===== config.mk =====
export PLATFORM = sky130hd
export DESIGN_NAME = clk_div_multi
export DESIGN_NICKNAME = d
export VERILOG_FILES = /design/src/rtl/clk_div_pkg.sv /design/src/rtl/clk_div_channel.sv /design/src/rtl/clk_div_multi.sv
export SDC_FILE = /design/constraint.sdc
export NUM_CORES = 2
export LEC_CHECK = 0
export CORE_ASPECT_RATIO = 0.6
export CORE_MARGIN = 2
export CORE_UTILIZATION = 60
export CTS_CLUSTER_DIAMETER = 200
export DETAILED_ROUTE_END_ITERATION = 16
export PLACE_DENSITY_LB_ADDON = 0.25
export SLEW_MARGIN = 20
export SYNTH_ARGS = -nofsm -noshare
export SYNTH_HDL_FRONTEND = slang
export SYNTH_SLANG_ARGS = --single-unit
export TNS_END_PERCENT = 100

===== constraint.sdc =====
create_clock -name clk_50M -period 7.9 [get_ports clk_50M]
set_input_delay 1.58 -clock clk_50M [delete_from_list [all_inputs] [get_ports clk_50M]]
set_output_delay 1.58 -clock clk_50M [all_outputs]
set_load 0.05 [all_outputs]

===== src/rtl/clk_div_pkg.sv =====
// Shared constants and types for the multi-channel clock divider.
package clk_div_pkg;
  localparam int DFLT_CNT_W = 28;
  localparam logic [DFLT_CNT_W-1:0] DFLT_DIV = 28'd50_000_000;
  // Shorter periods are stretched to this many cycles.
  localparam int MIN_DIV = 2;

  typedef struct packed {
    logic [DFLT_CNT_W-1:0] div;
    logic [DFLT_CNT_W-1:0] high;
  } ch_cfg_t;
endpackage


===== src/rtl/clk_div_channel.sv =====
// One divider channel: double-buffered settings, period counter, registered clk/tick.
module clk_div_channel
  import clk_div_pkg::*;
#(
  parameter int               CNT_W    = DFLT_CNT_W,
  parameter logic [CNT_W-1:0] DEF_DIV  = CNT_W'(DFLT_DIV),
  parameter logic [CNT_W-1:0] DEF_HIGH = DEF_DIV / 2
) (
  input  logic             clk_50M,
  input  logic             rst_n,
  input  logic             en,
  input  logic             wr,
  input  logic [CNT_W-1:0] wr_div,
  input  logic [CNT_W-1:0] wr_high,
  input  logic             restart,
  output logic             clk_out,
  output logic             tick
);
  typedef struct packed {
    logic [CNT_W-1:0] div;
    logic [CNT_W-1:0] high;
  } cfg_t;

  typedef enum logic {IDLE, RUN} state_t;

  state_t           st_q, st_nxt;
  cfg_t             shadow_q, shadow_nxt, active_q, active_nxt;
  logic [CNT_W-1:0] cnt_q, cnt_nxt, ne_a;
  logic             wrap, tick_nxt, clk_nxt;

  function automatic logic [CNT_W-1:0] eff_div(input logic [CNT_W-1:0] n);
    return (n < CNT_W'(MIN_DIV)) ? CNT_W'(MIN_DIV) : n;
  endfunction

  // Low for the first N_e-H cycles; the guards keep N_e-H from underflowing.
  function automatic logic level(input logic [CNT_W-1:0] cnt, input cfg_t c);
    logic [CNT_W-1:0] ne;
    ne = eff_div(c.div);
    if (c.high == '0) return 1'b0;
    if (c.high >= ne) return 1'b1;
    return cnt >= (ne - c.high);
  endfunction

  always_comb begin
    shadow_nxt = wr ? cfg_t'{div: wr_div, high: wr_high} : shadow_q;
    ne_a       = eff_div(active_q.div);
    wrap       = (st_q == RUN) && (cnt_q == ne_a - CNT_W'(1));
    st_nxt     = st_q;
    cnt_nxt    = cnt_q;
    active_nxt = active_q;
    tick_nxt   = 1'b0;
    clk_nxt    = 1'b0;
    if (!en) begin
      st_nxt     = IDLE;
      cnt_nxt    = '0;
      active_nxt = shadow_nxt;
    end else if (st_q == IDLE || restart || wrap) begin
      st_nxt     = RUN;
      cnt_nxt    = '0;
      active_nxt = shadow_nxt;
      tick_nxt   = 1'b1;
      clk_nxt    = level('0, shadow_nxt);
    end else begin
      cnt_nxt = cnt_q + CNT_W'(1);
      clk_nxt = level(cnt_nxt, active_q);
    end
  end

  always_ff @(posedge clk_50M or negedge rst_n) begin
    if (!rst_n) begin
      st_q     <= IDLE;
      shadow_q <= cfg_t'{div: DEF_DIV, high: DEF_HIGH};
      active_q <= cfg_t'{div: DEF_DIV, high: DEF_HIGH};
      cnt_q    <= '0;
      tick     <= 1'b0;
      clk_out  <= 1'b0;
    end else begin
      st_q     <= st_nxt;
      shadow_q <= shadow_nxt;
      active_q <= active_nxt;
      cnt_q    <= cnt_nxt;
      tick     <= tick_nxt;
      clk_out  <= clk_nxt;
    end
  end
endmodule


===== src/rtl/clk_div_multi.sv =====
// NUM_CH independent programmable dividers sharing one write port and restart.
module clk_div_multi
  import clk_div_pkg::*;
#(
  parameter int               NUM_CH   = 4,
  parameter int               CNT_W    = DFLT_CNT_W,
  parameter logic [CNT_W-1:0] DEF_DIV  = CNT_W'(DFLT_DIV),
  parameter logic [CNT_W-1:0] DEF_HIGH = DEF_DIV / 2,
  localparam int              CH_W     = (NUM_CH > 1) ? $clog2(NUM_CH) : 1
) (
  input  logic              clk_50M,
  input  logic              rst_n,
  input  logic [NUM_CH-1:0] en,
  input  logic              wr_en,
  input  logic [CH_W-1:0]   wr_ch,
  input  logic [CNT_W-1:0]  wr_div,
  input  logic [CNT_W-1:0]  wr_high,
  input  logic              restart,
  output logic [NUM_CH-1:0] clk_out,
  output logic [NUM_CH-1:0] tick
);
  logic [NUM_CH-1:0] wr_sel;

  // Out-of-range channel numbers match no channel and are dropped.
  for (genvar i = 0; i < NUM_CH; i++) begin : g_ch
    assign wr_sel[i] = wr_en && (32'(wr_ch) == 32'(i));

    clk_div_channel #(
      .CNT_W   (CNT_W),
      .DEF_DIV (DEF_DIV),
      .DEF_HIGH(DEF_HIGH)
    ) u_ch (
      .clk_50M(clk_50M),
      .rst_n  (rst_n),
      .en     (en[i]),
      .wr     (wr_sel[i]),
      .wr_div (wr_div),
      .wr_high(wr_high),
      .restart(restart),
      .clk_out(clk_out[i]),
      .tick   (tick[i])
    );
  end
endmodule

# == Word level (Yosys, flattened, before mapping) ==
# Cells that the tools add are included.
# word_totals
latchBits,0
reg_bits,572
n_memories,0
rom_bits,0
mem_bits_rw,0
in_bits,66
output_inout_bits,8
word_cells,252
# classes
n_addsub,16
shift,0
magnitude_cmp,24
reduce_logical,25
mux,140
n_eq_ne,11
div,0
bitwise,4
mul,0
# op_table
operator,n
two-way mux 56 bit,12
two-way mux 28 bit,16
greater-or-equal comparator 28 bit,12
zero test 28 bit,8
"less-than comparator 28 x 2 -> 1 bit, second input constant",8
subtractor 28 bit,8
"adder 28 x 1 -> 28 bit, second input constant",4
== test 28 bit,4
"greater-or-equal comparator 1 x 28 -> 1 bit, first input constant",4
two-way mux 1 bit,112
"subtractor 28 x 1 -> 28 bit, second input constant",4
logical AND 1 bit,8
logical OR 1 bit,8
"!= test 2 x 1 -> 1 bit, second input constant",4
"== test 2 bit, second input constant",2
inverter 1 bit,4
"== test 2 x 1 -> 1 bit, second input constant",1
zero test 2 bit,1

# == Longest topological paths before layout ==
# depth
word_depth,15
depth_mapped,28
ltp_nobuf,26

# == Modules after synthesis ==
# From an unflattened synthesis, not the netlist that was laid out.
# unflattened
cells_unflattened,5015
hier_area_um2,45443.6
# by_module_without_submodules
mod,area_per_inst_um2,instances,seq_area_each_um2,cells_each
clk_div_channel (g_ch[1].u_ch ...),11414.7,2,3638.5,1259
clk_div_channel (g_ch[0].u_ch),11327.1,1,3638.5,1240
clk_div_channel (g_ch[3].u_ch),11249.5,1,3638.5,1253
clk_div_multi,37.5,1,0.0,4

# == Worst setup path after synthesis ==
# Ideal clock, no wire load.
# synth_timing
kind,input port to flip-flop
from,input wr_ch[0]
to,register g_ch[2].u_ch.clk_out
required_time_ns,7.831
setup_ns,0.069
path_slack_ns,0.693
t_arrival_ns,7.138
path_buffers,6
cell_stages,19
path_cell_list,nand3b_1 > buf_2 > buf_1 > clkbuf_1 > buf_1 > clkbuf_1 > mux2_2 > ha_1 > buf_6 > nor2b_1 > o221a_4 > or3_4 > o311ai_2 > o2111ai_1 > or4_1 > or4_1 > or4b_1 > or4_1 > nand3_1
# synth_between
elab_chain_len,14
word_cells_on_any_way,21
cone_classes,add/sub: 1; order compare: 3; eq/ne: 1; mux: 14; reduce/logical: 2
# synth_lines
item,line,rtl
"start, declared",clk_div_multi.sv:15,"input logic [CH_W-1:0] wr_ch,"
== test 2 bit *,clk_div_multi.sv:26,assign wr_sel[i] = wr_en && (32'(wr_ch) == 32'(i));
logical AND 1 bit *,clk_div_multi.sv:26,
two-way mux 56 bit *,clk_div_channel.sv:45,"shadow_nxt = wr ? cfg_t'{div: wr_div, high: wr_high} : shadow_q;"
branches (longest 8 deep; another with less-than comparator 28 x 2 -> 1 bit),n/a,
two-way mux 1 bit *,clk_div_channel.sv:40,if (c.high >= ne) return 1'b1;
two-way mux 1 bit *,clk_div_channel.sv:57,end else if (st_q == IDLE || restart || wrap) begin
two-way mux 1 bit *,clk_div_channel.sv:53,if (!en) begin
named net g_ch[2].u_ch.clk_nxt,clk_div_channel.sv:29,"logic wrap, tick_nxt, clk_nxt;"
"end signal, assigned",clk_div_channel.sv:83,clk_out <= clk_nxt;
"end, declared",clk_div_channel.sv:16,"output logic clk_out,"
# Mark *: on every way through the listed nets, which the timed path passes. The select of a mux whose other input is x is not followed.
# A chain may end at the register's enable or synchronous reset.

# == Worst setup path in the final report ==
# Ends and elaborated chain as after synthesis.

==> results.json <==
{
  "status": "finished, final reports clean",
  "startpoint_type": "input port",
  "overflow": 0,
  "power.total_mw": 14.2,
  "timing.slew.headroom_pct": 21.3,
  "ctsHoldBuffers": 0,
  "grt_use_met3_pct": 18.2,
  "synth_edf_count": 0,
  "drv_cap": 0,
  "yosysWarnings": 0,
  "leakage_nw": 22.6,
  "end_kind": "register",
  "fin_crit_sh_pct": 92.2,
  "hold_start": "g_ch[1].u_ch.shadow_q[15]",
  "dp.cells": 5892,
  "detail_route.first_pass.iterations": 9,
  "arrival_ns": 7.86,
  "drive_gt1_share_pct": 16.2,
  "drc": 0,
  "rows": 77,
  "synth-seq-cells": 572,
  "grt_setup_unrepaired": "false",
  "cts_num_sinks": 572,
  "cts-buffers-inserted": 58,
  "crit_path_max_fanout": 37,
  "routed_wl_um": 162000,
  "pin_count": 74,
  "synthCells": 4977,
  "synth_cell_type_count": 96,
  "finish.utilization_pct": 66.3,
  "grt.met1_usage_pct": 65.3,
  "crit_type": "in -> reg",
  "placed_cell_area_sq_um": 46900,
  "antenna_found_initial": 16,
  "powerDensity_nw_per_um2": 290,
  "stdcell_count": 6009,
  "post-cts-setup-buffer-count": 0,
  "period_needed_ns": 7.28,
  "grt_max_degree": 184,
  "timing.final.hold_violations": 0,
  "fin_ws_ns": 0.618,
  "crit_start": "wr_ch[0]",
  "dp_worst_setup_slack_ns": 0.152,
  "r2r-start": "g_ch[2].u_ch.active_q[39]",
  "drtAntennaViolNets": 0,
  "ctsLongestPathBuffers": 3,
  "busiest_layer": "met1",
  "finalMaxSlewViolations": 0,
  "setup-violations-final": 0,
  "clockRootBuffer": "clkbuf_16",
  "start_util_pct": 60.8,
  "area_delta_synth_final_pct": 9.11,
  "path_clk_slew_ns": 0.06,
  "die_y_um": 216,
  "die_w_um": 357,
  "ys_seq_area_share_pct": 32.4,
  "die_area_sq_um": 77000,
  "mostFrequentLayoutCell": "dfrtp_1",
  "synth_area_sq_um": 44900,
  "h-tree-depth": 2,
  "cts_resized": 0,
  "tightest_slew_ns": 1.15,
  "via_per_inst": 6.75,
  "vias": 40500,
  "syn-num-nets": 5399,
  "grt_pass1_vias": 36800,
  "synthFlopType": "dfrtp_1",
  "fin_skew_ns": 0.0256,
  "vdd_ir_drop_max_mv": 0.202,
  "grt_pass1_wl_um": 240000,
  "min_path_type": "reg -> reg",
  "insertion_delay_ns": 0.67,
  "cp.required_ns": 8.48,
  "gp_routability_congestion": 1.09,
  "fin_area_sq_um": 48900,
  "clock.fmax_mhz": 137,
  "grt_usage_pct": 41.3,
  "synth_area_per_cell_sq_um": 9.01,
  "core_sq_um": 73800,
  "hold_slack_ns": 0.491,
  "final_cell_mix": "dfrtp_1, nor2_1, ha_1",
  "grt_use_met2_pct": 49.9,
  "final_nets": 5387,
  "portBuffers": 73,
  "routedWlPerCell_um": 26.9,
  "dpl.hpwl_um": 127000,
  "cts_tree": "built",
  "tns_ns": 0,
  "synth_async_sr_flop_share_pct": 100,
  "drt_iter0_drc": 5951
}
-- critical path, stage by stage --
cell             delay, ns
clkdlybuf4s50_1       0.57
nand3b_1              0.19
buf_12                0.23
mux2_2                0.40
nor4_1                0.39
and4_1                0.28
nand4_1               0.13
nand2b_1              0.15
inv_1                 0.07
fa_1                  0.51
nand2_1               0.06
a2111oi_0             0.32
nand4_1               0.14
a2111oi_0             0.41
o2111ai_1             0.32
or4_1                 0.46
or4_1                 0.55
or4b_1                0.46
or4_1                 0.43
nand3_1               0.12
-- layout make-up --
type / count / area [sq um]
Clock buffer: 73 / 1650
Sequential cell: 572 / 14600
Clock inverter: 37 / 399
Multi-Input combinational cell: 3769 / 27900
Timing Repair Buffer: 225 / 1960
Antenna cell: 7 / 17.5
Inverter: 339 / 1270
Fill cell: 6053 / 24900
Tap cell: 987 / 1230
-- where the power goes --
part / internal [mW] / switching (mW)
Sequential: 3.53 / 0.530
Combinational: 2.74 / 4.36
Clock: 1.67 / 1.38
-- logic make-up (layout without fill, tap and decap cells) --
group | count (synthesis) | after routing | share of synthesized area [%]
multiplexers | 484 | 484 | 11.7
flip-flops | 572 | 572 | 32.4
AND/OR/NAND/NOR | 1522 | 1522 | 18.0
buffers and inverters | 636 | 674 | 5.57
AO/OA/AOI/OAI | 1051 | 1051 | 15.3
XOR/XNOR | 355 | 355 | 6.93
other | 0 | 7 | 0
adder cells (fa/ha/maj) | 357 | 357 | 10.1
-- metal layers --
| layer | share of wire, % | up-vias | wire, um |
|---|---|---|---|
| met4 | 2.1 | 14 | 3420 |
| met5 | 0.13 | - | 206 |
| met1 | 46 | 19700 | 73800 |
| li1 | - | 18000 | - |
| met3 | 16 | 226 | 26100 |
| met2 | 36 | 2594 | 58100 |
-- registers in the layout, summed over array words and instances (netlist names) --
signal,cells
g_ch.u_ch.cnt_q,112
g_ch.u_ch.st_q,4
g_ch.u_ch.clk_out,4
g_ch.u_ch.shadow_q,224
g_ch.u_ch.tick,4
g_ch.u_ch.active_q,224
-- cells in the mapped netlist (150+ instances only) --
cell type / count / area, sq um
nand2_1: 214 / 803
clkbuf_1: 236 / 886
dfrtp_1: 380 / 9510
o21ai_0: 163 / 816
mux2_2: 308 / 3470
nor2_1: 364 / 1370
xor2_1: 150 / 1310
ha_1: 348 / 4350
a21oi_1: 333 / 1670
xnor2_1: 205 / 1800
mux2i_1: 171 / 1710
inv_1: 339 / 1270
dfstp_2: 192 / 5040
-- path summary, 6_finish.rpt --
kind / end / slack (ns) / cells after the start
min in group asynchronous: g_ch[1].u_ch.cnt_q[23] / 0.94 / 1
min reg2reg: g_ch[1].u_ch.shadow_q[15] / 0.49 / 2
max reg2reg: g_ch[2].u_ch.clk_out / 0.93 / 24
min: g_ch[1].u_ch.shadow_q[15] / 0.49 / 2
max in group asynchronous: g_ch[0].u_ch.active_q[8] / 5.37 / 2
max: g_ch[2].u_ch.clk_out / 0.62 / 20
Power figures use the tool's default switching activity.
